`config.mk`:
```
export PLATFORM = sky130hd
export DESIGN_NAME = uc_pila
export DESIGN_NICKNAME = d
export VERILOG_FILES = /design/src/rtl/uc_pkg.sv /design/src/rtl/pila_dir.sv /design/src/rtl/uc_pila.sv
export SDC_FILE = /design/constraint.sdc
export NUM_CORES = 1
export LEC_CHECK = 0
export ABC_AREA = 1
export CORE_UTILIZATION = 50
export CTS_CLUSTER_SIZE = 10
export DETAILED_ROUTE_END_ITERATION = 12
export DONT_BUFFER_PORTS = 1
export PLACE_DENSITY = 0.74
export SYNTH_ARGS = -nofsm -noshare
export SYNTH_HDL_FRONTEND = slang
export SYNTH_SLANG_ARGS = --single-unit
```
`constraint.sdc`:
```
create_clock -name clk -period 3.9 [get_ports clk]
set_clock_uncertainty 0.05 [all_clocks]
set_input_delay 0.78 -clock clk [delete_from_list [all_inputs] [get_ports clk]]
set_output_delay 0.78 -clock clk [all_outputs]
set_load 0.02 [all_outputs]
```
`src/rtl/uc_pkg.sv`:
```
// uc_pkg: opcode patterns, decode classes, pc_sel encodings and FSM state for uc_pila
package uc_pkg;
    localparam logic [5:0] OP_ALU  = 6'b0?????;
    localparam logic [5:0] OP_LI   = 6'b10????;
    localparam logic [5:0] OP_JMP  = 6'b1100??;
    localparam logic [5:0] OP_CALL = 6'b1101??;
    localparam logic [5:0] OP_JZ   = 6'b1110??;
    localparam logic [5:0] OP_JNZ  = 6'b11110?;
    localparam logic [5:0] OP_RET  = 6'b111110;
    localparam logic [5:0] OP_RETI = 6'b111111;

    localparam logic [1:0] PC_NEXT = 2'b00;
    localparam logic [1:0] PC_IMM  = 2'b01;
    localparam logic [1:0] PC_RET  = 2'b10;
    localparam logic [1:0] PC_IRQ  = 2'b11;

    localparam logic [2:0] ALU_NONE = 3'b000;

    typedef enum logic {RUN, HALT} state_t;

    typedef enum logic [2:0] {K_ALU, K_LI, K_JMP, K_CALL, K_JZ, K_JNZ, K_RET, K_RETI} kind_t;

    function automatic kind_t decode_op(input logic [5:0] op);
        kind_t k;
        k = K_ALU;
        casez (op)
            OP_ALU:  k = K_ALU;
            OP_LI:   k = K_LI;
            OP_JMP:  k = K_JMP;
            OP_CALL: k = K_CALL;
            OP_JZ:   k = K_JZ;
            OP_JNZ:  k = K_JNZ;
            OP_RET:  k = K_RET;
            default: k = K_RETI;
        endcase
        return k;
    endfunction
endpackage

```
`src/rtl/pila_dir.sv`:
```
// pila_dir: DEPTH x PC_W return-address LIFO; top reads 0 when empty
module pila_dir #(
    parameter int PC_W  = 10,
    parameter int DEPTH = 8,
    parameter int SW    = $clog2(DEPTH + 1)
) (
    input  logic            clk,
    input  logic            reset,
    input  logic            push,
    input  logic            pop,
    input  logic [PC_W-1:0] din,
    output logic [PC_W-1:0] top,
    output logic [SW-1:0]   sp,
    output logic            full,
    output logic            empty
);
    localparam int AW = $clog2(DEPTH);
    localparam logic [SW-1:0] DEPTH_S = SW'(DEPTH);

    logic [PC_W-1:0] mem [DEPTH];
    logic [SW-1:0]   sp_m1;

    assign full  = sp == DEPTH_S;
    assign empty = sp == '0;
    assign sp_m1 = sp - 1'b1;
    assign top   = empty ? '0 : mem[sp_m1[AW-1:0]];

    always_ff @(posedge clk) begin
        if (reset) begin
            sp <= '0;
        end else if (push && !full) begin
            mem[sp[AW-1:0]] <= din;
            sp <= sp + 1'b1;
        end else if (pop && !empty) begin
            sp <= sp_m1;
        end
    end
endmodule

```
`src/rtl/uc_pila.sv`:
```
// uc_pila: single-cycle CPU control unit with return-address stack and single-level interrupt
module uc_pila
    import uc_pkg::*;
#(
    parameter int PC_W    = 10,
    parameter int DEPTH   = 8,
    parameter int IRQ_VEC = 1
) (
    input  logic            clk,
    input  logic            reset,
    input  logic [5:0]      opcode,
    input  logic            z,
    input  logic [PC_W-1:0] pc,
    input  logic            irq,
    output logic            s_inm,
    output logic            we3,
    output logic            wez,
    output logic [2:0]      op_alu,
    output logic [1:0]      pc_sel,
    output logic            pc_en,
    output logic [PC_W-1:0] ret_addr,
    output logic            in_isr,
    output logic            err
);
    localparam int SW = $clog2(DEPTH + 1);

    state_t          state;
    kind_t           kind;
    logic            run, irq_take, fault, exec, is_rr, push, pop, full, empty;
    logic [1:0]      jsel;
    logic [PC_W-1:0] din;
    logic [SW-1:0]   sp;

    pila_dir #(.PC_W(PC_W), .DEPTH(DEPTH), .SW(SW)) u_pila (
        .clk(clk), .reset(reset), .push(push), .pop(pop), .din(din),
        .top(ret_addr), .sp(sp), .full(full), .empty(empty)
    );

    // An accepted interrupt suppresses the current instruction entirely; faults stall it.
    always_comb begin
        kind     = decode_op(opcode);
        is_rr    = kind == K_RET || kind == K_RETI;
        run      = state == RUN && !reset;
        irq_take = run && irq && !in_isr && !full;
        fault    = run && !irq_take && ((kind == K_CALL && full) || (is_rr && empty));
        exec     = run && !irq_take && !fault;
        jsel     = (kind == K_JMP || kind == K_CALL) ? PC_IMM :
                   (kind == K_JZ)  ? (z ? PC_IMM : PC_NEXT) :
                   (kind == K_JNZ) ? (z ? PC_NEXT : PC_IMM) :
                   is_rr ? PC_RET : PC_NEXT;
        we3      = exec && (kind == K_ALU || kind == K_LI);
        wez      = exec && kind == K_ALU;
        s_inm    = exec && kind == K_LI;
        op_alu   = (exec && kind == K_ALU) ? opcode[4:2] : ALU_NONE;
        pc_en    = run && !fault;
        pc_sel   = irq_take ? PC_IRQ : exec ? jsel : PC_NEXT;
        push     = irq_take || (exec && kind == K_CALL);
        pop      = exec && is_rr;
        din      = irq_take ? pc : pc + PC_W'(1);
    end

    always_ff @(posedge clk) begin
        if (reset) begin
            state  <= RUN;
            in_isr <= 1'b0;
            err    <= 1'b0;
        end else begin
            if (fault) begin
                state <= HALT;
                err   <= 1'b1;
            end
            if (irq_take)
                in_isr <= 1'b1;
            else if (pop && kind == K_RETI)
                in_isr <= 1'b0;
        end
    end

    logic unused_vec;
    assign unused_vec = IRQ_VEC[0];
endmodule

```
==> results.cfg <==
[logic_synthesis]
yosysSeqAreaShare = 0.644
async_flop_share = 0
synth_ff_type = edfxtp_1
synth.top_cell.area_share = 0.613
synth_edf_count = 80
synth_area_leaders = edfxtp_1 (61%), nor2_1 (7.5%), o21ai_0 (6.5%), dfxtp_1 (3.1%), nand2_1 (2.7%)
avgSynthCellArea_sq_um = 10.8
yosys_warnings = 0
yosysUniqueCellTypes = 31
synth_area_sq_mm = 0.00392
synth_cells = 363
synth_common_cells = edfxtp_1 (80), nor2_1 (78), o21ai_0 (51)
yosysMostFrequentCell = edfxtp_1
synth_seq_cells = 86
synth_nets = 386
synth_area_leader_cell = edfxtp_1

[grt]
grt.total_usage = 0.209
grt-ovfl-total = 0
grt_max_degree = 46
grt_pass1_vias = 2717
grt_pass1_wl_mm = 13.1
antenna_found_initial = 0

[clocking]
path_clk_slew_ns = 0.08
root_buffer = clkbuf_8
cts_buffers = 9
cts.repair.resized = 0
cts.path.max_buffers = 2
cts_setup_buffers = 0
cts_hold_buf = 0
clock_latency_ns = 0.34
clock-sinks = 86
cts_tree = done
htree_num_levels = 3

[drt]
detail-route-antenna-nets = 0
num_vias = 2764
firstDrtPassIters = 5
wire_per_inst_microns = 16.4
drt_wl_total_mm = 8.04
viasPerCell = 5.64
drtIter0Drc = 246
drc_errors = 0

[sta]
hold_viol = 0
setup_slack_ns = 0.612
slew_viol_final = 0
fin_crit_ns = 3.29
finalSetupViolations = 0
worst_pin_slew_ns = 0.698
tns_ns = 0
slew_headroom = 0.533
fmax_ghz = 0.304
rsz0062_at_grt = false
finalCritPeriodShare = 0.843

[setup_path]
critPathLaunch = u_pila.sp[1]
crit_arrival_ns = 2.46
r2r_start = u_pila.sp[1]
critPathCaptureType = output port
critPathKind = reg -> out
crit_fanout = 20
required_ns = 3.07
start_kind = flip-flop

[die]
core_area_sq_mm = 0.00741
die_w_microns = 90.5
die_y_microns = 90.5
dieArea_sq_mm = 0.00819
ios = 41
initial_core_util = 0.529
num_rows = 31

[worst_hold_path]
min_from = reset
min_path_type = in -> reg

[final_layout]
area_delta_synth_final_pct = 11.2
drive_above_1_share = 0.161
antenna_cells = 0
fillers = 586
nets = 409
design_area_sq_mm = 0.00435

[placement]
place.gp.congestion = 0.815
portBuffers = 0
dp.final_hpwl_mm = 5.16
dp_slack_ns = 1.01
dpl_cell_area_sq_mm = 0.00418

[run]
drv_cap = 0

[power_and_ir_drop]
clkPwrFrac = 0.287
peakVddDrop_uv = 383
power.leakage_nw = 1.60
pwr-share-seq = 0.541
pwr-share-comb = 0.173
powerDensity_mw_per_mm2 = 443
internal_power_mw = 1.38
p_sw_frac = 0.286
switchingPower_uw = 552

[status]
status = complete, no violations
-- cell families after synthesis --
| kind of cell | after synthesis | synth area share |
|---|---|---|
| and+or+nand+nor | 134 | 0.158 |
| DFF | 86 | 0.644 |
| AOI/OAI and AO/OA | 84 | 0.117 |
| buffers and inverters | 45 | 0.0466 |
| xor gates and xnor gates | 11 | 0.0246 |
| adders and majority gates | 3 | 0.00959 |
-- registers in the layout (all words and copies together), names as in the netlist --
name,flops
u_pila.sp,4
u_pila.mem,80
in_isr,1
state,1
-- worst max-delay path: stages, from the launching register on --
cell and delay [ns]:
dfxtp_1 0.38, inv_1 0.11, ha_1 0.30, inv_1 0.47, o21ai_0 0.24, o22ai_1 0.17
o21ai_0 0.09, a31oi_1 0.17, buf_4 0.16
-- power groups by stage --
stage / sequential [mW] / combinational [mW] / clock [mW]
final: 1.04 / 0.333 / 0.553
after global routing: 1.04 / 0.366 / 0.590
after CTS: 1.04 / 0.332 / 0.557
after detailed placement: 1.06 / 0.331 / 0
after global placement: 1.06 / 0.326 / 0
after floorplan: 1.06 / 0.228 / 0
-- layer usage --
layer | vias up | track usage | part of all wire
met1 | 1314 | 0.265 | 0.41
li1 | 1314 | - | -
met3 | 13 | 0.0328 | 0.072
met4 | 0 | 0.101 | 0.022
met2 | 123 | 0.348 | 0.49
met5 | - | 0 | 0
-- layout make-up --
class | instances | area (sq um) | share of cell area
clock buffers | 10 | 128 | 0.0293
clock inverters | 6 | 43.8 | 0.0101
inverters | 28 | 108 | 0.0247
multi-input cells | 232 | 1210 | 0.278
flip-flops and latches | 86 | 2520 | 0.579
well taps | 99 | 124 | 0.0284
repair buffers | 29 | 218 | 0.0500
-- cells in the final DEF (no fill, tap or decap) --
| cell type | n |
|---|---|
| nand3_4 | 2 |
| o21ai_1 | 5 |
| a31oi_1 | 10 |
| clkinvlp_4 | 1 |
| nor3_1 | 7 |
| nand2_2 | 5 |
| nand3_2 | 1 |
| o21ai_0 | 51 |
| a21oi_4 | 1 |
| nand4_4 | 1 |
| ha_1 | 3 |
| nor2_2 | 1 |
| buf_4 | 29 |
| clkinv_4 | 1 |
| inv_1 | 24 |
| and3_1 | 1 |
| nor2_1 | 78 |
| dfxtp_1 | 6 |
| xnor2_1 | 1 |
| o211ai_1 | 1 |
| inv_2 | 2 |
| nand3_1 | 3 |
| nand2_1 | 28 |
| clkbuf_8 | 9 |
| edfxtp_1 | 80 |
| o22ai_1 | 10 |
| inv_6 | 2 |
| clkbuf_1 | 1 |
| a21oi_1 | 6 |
| nand4_1 | 3 |
| clkinv_2 | 4 |
| nor3_2 | 3 |
| xor2_1 | 10 |
| nor2_4 | 1 |
-- worst paths after layout --
check	depth (start not counted)	slack, ns	endpoint
setup reg to reg	9	1.38	u_pila.mem[5][2]
hold reg to reg	2	0.54	in_isr
hold / removal	1	0.44	in_isr
setup / recovery	8	0.61	ret_addr[3]
-- per-stage QoR --
stage / hold slack [ns] / power (mW) / util / std cells
finish: 0.444 / 1.93 / 0.588 / 490
global route: 0.427 / 2.00 / 0.588 / 490
CTS: 0.429 / 1.93 / 0.588 / 490
detailed placement: 0.531 / 1.39 / 0.565 / 474
global placement: 0.518 / 1.39 / 0.565 / 474
floorplan: 0.487 / 1.29 / - / 363
No activity file was read; power rests on OpenSTA's default activity.
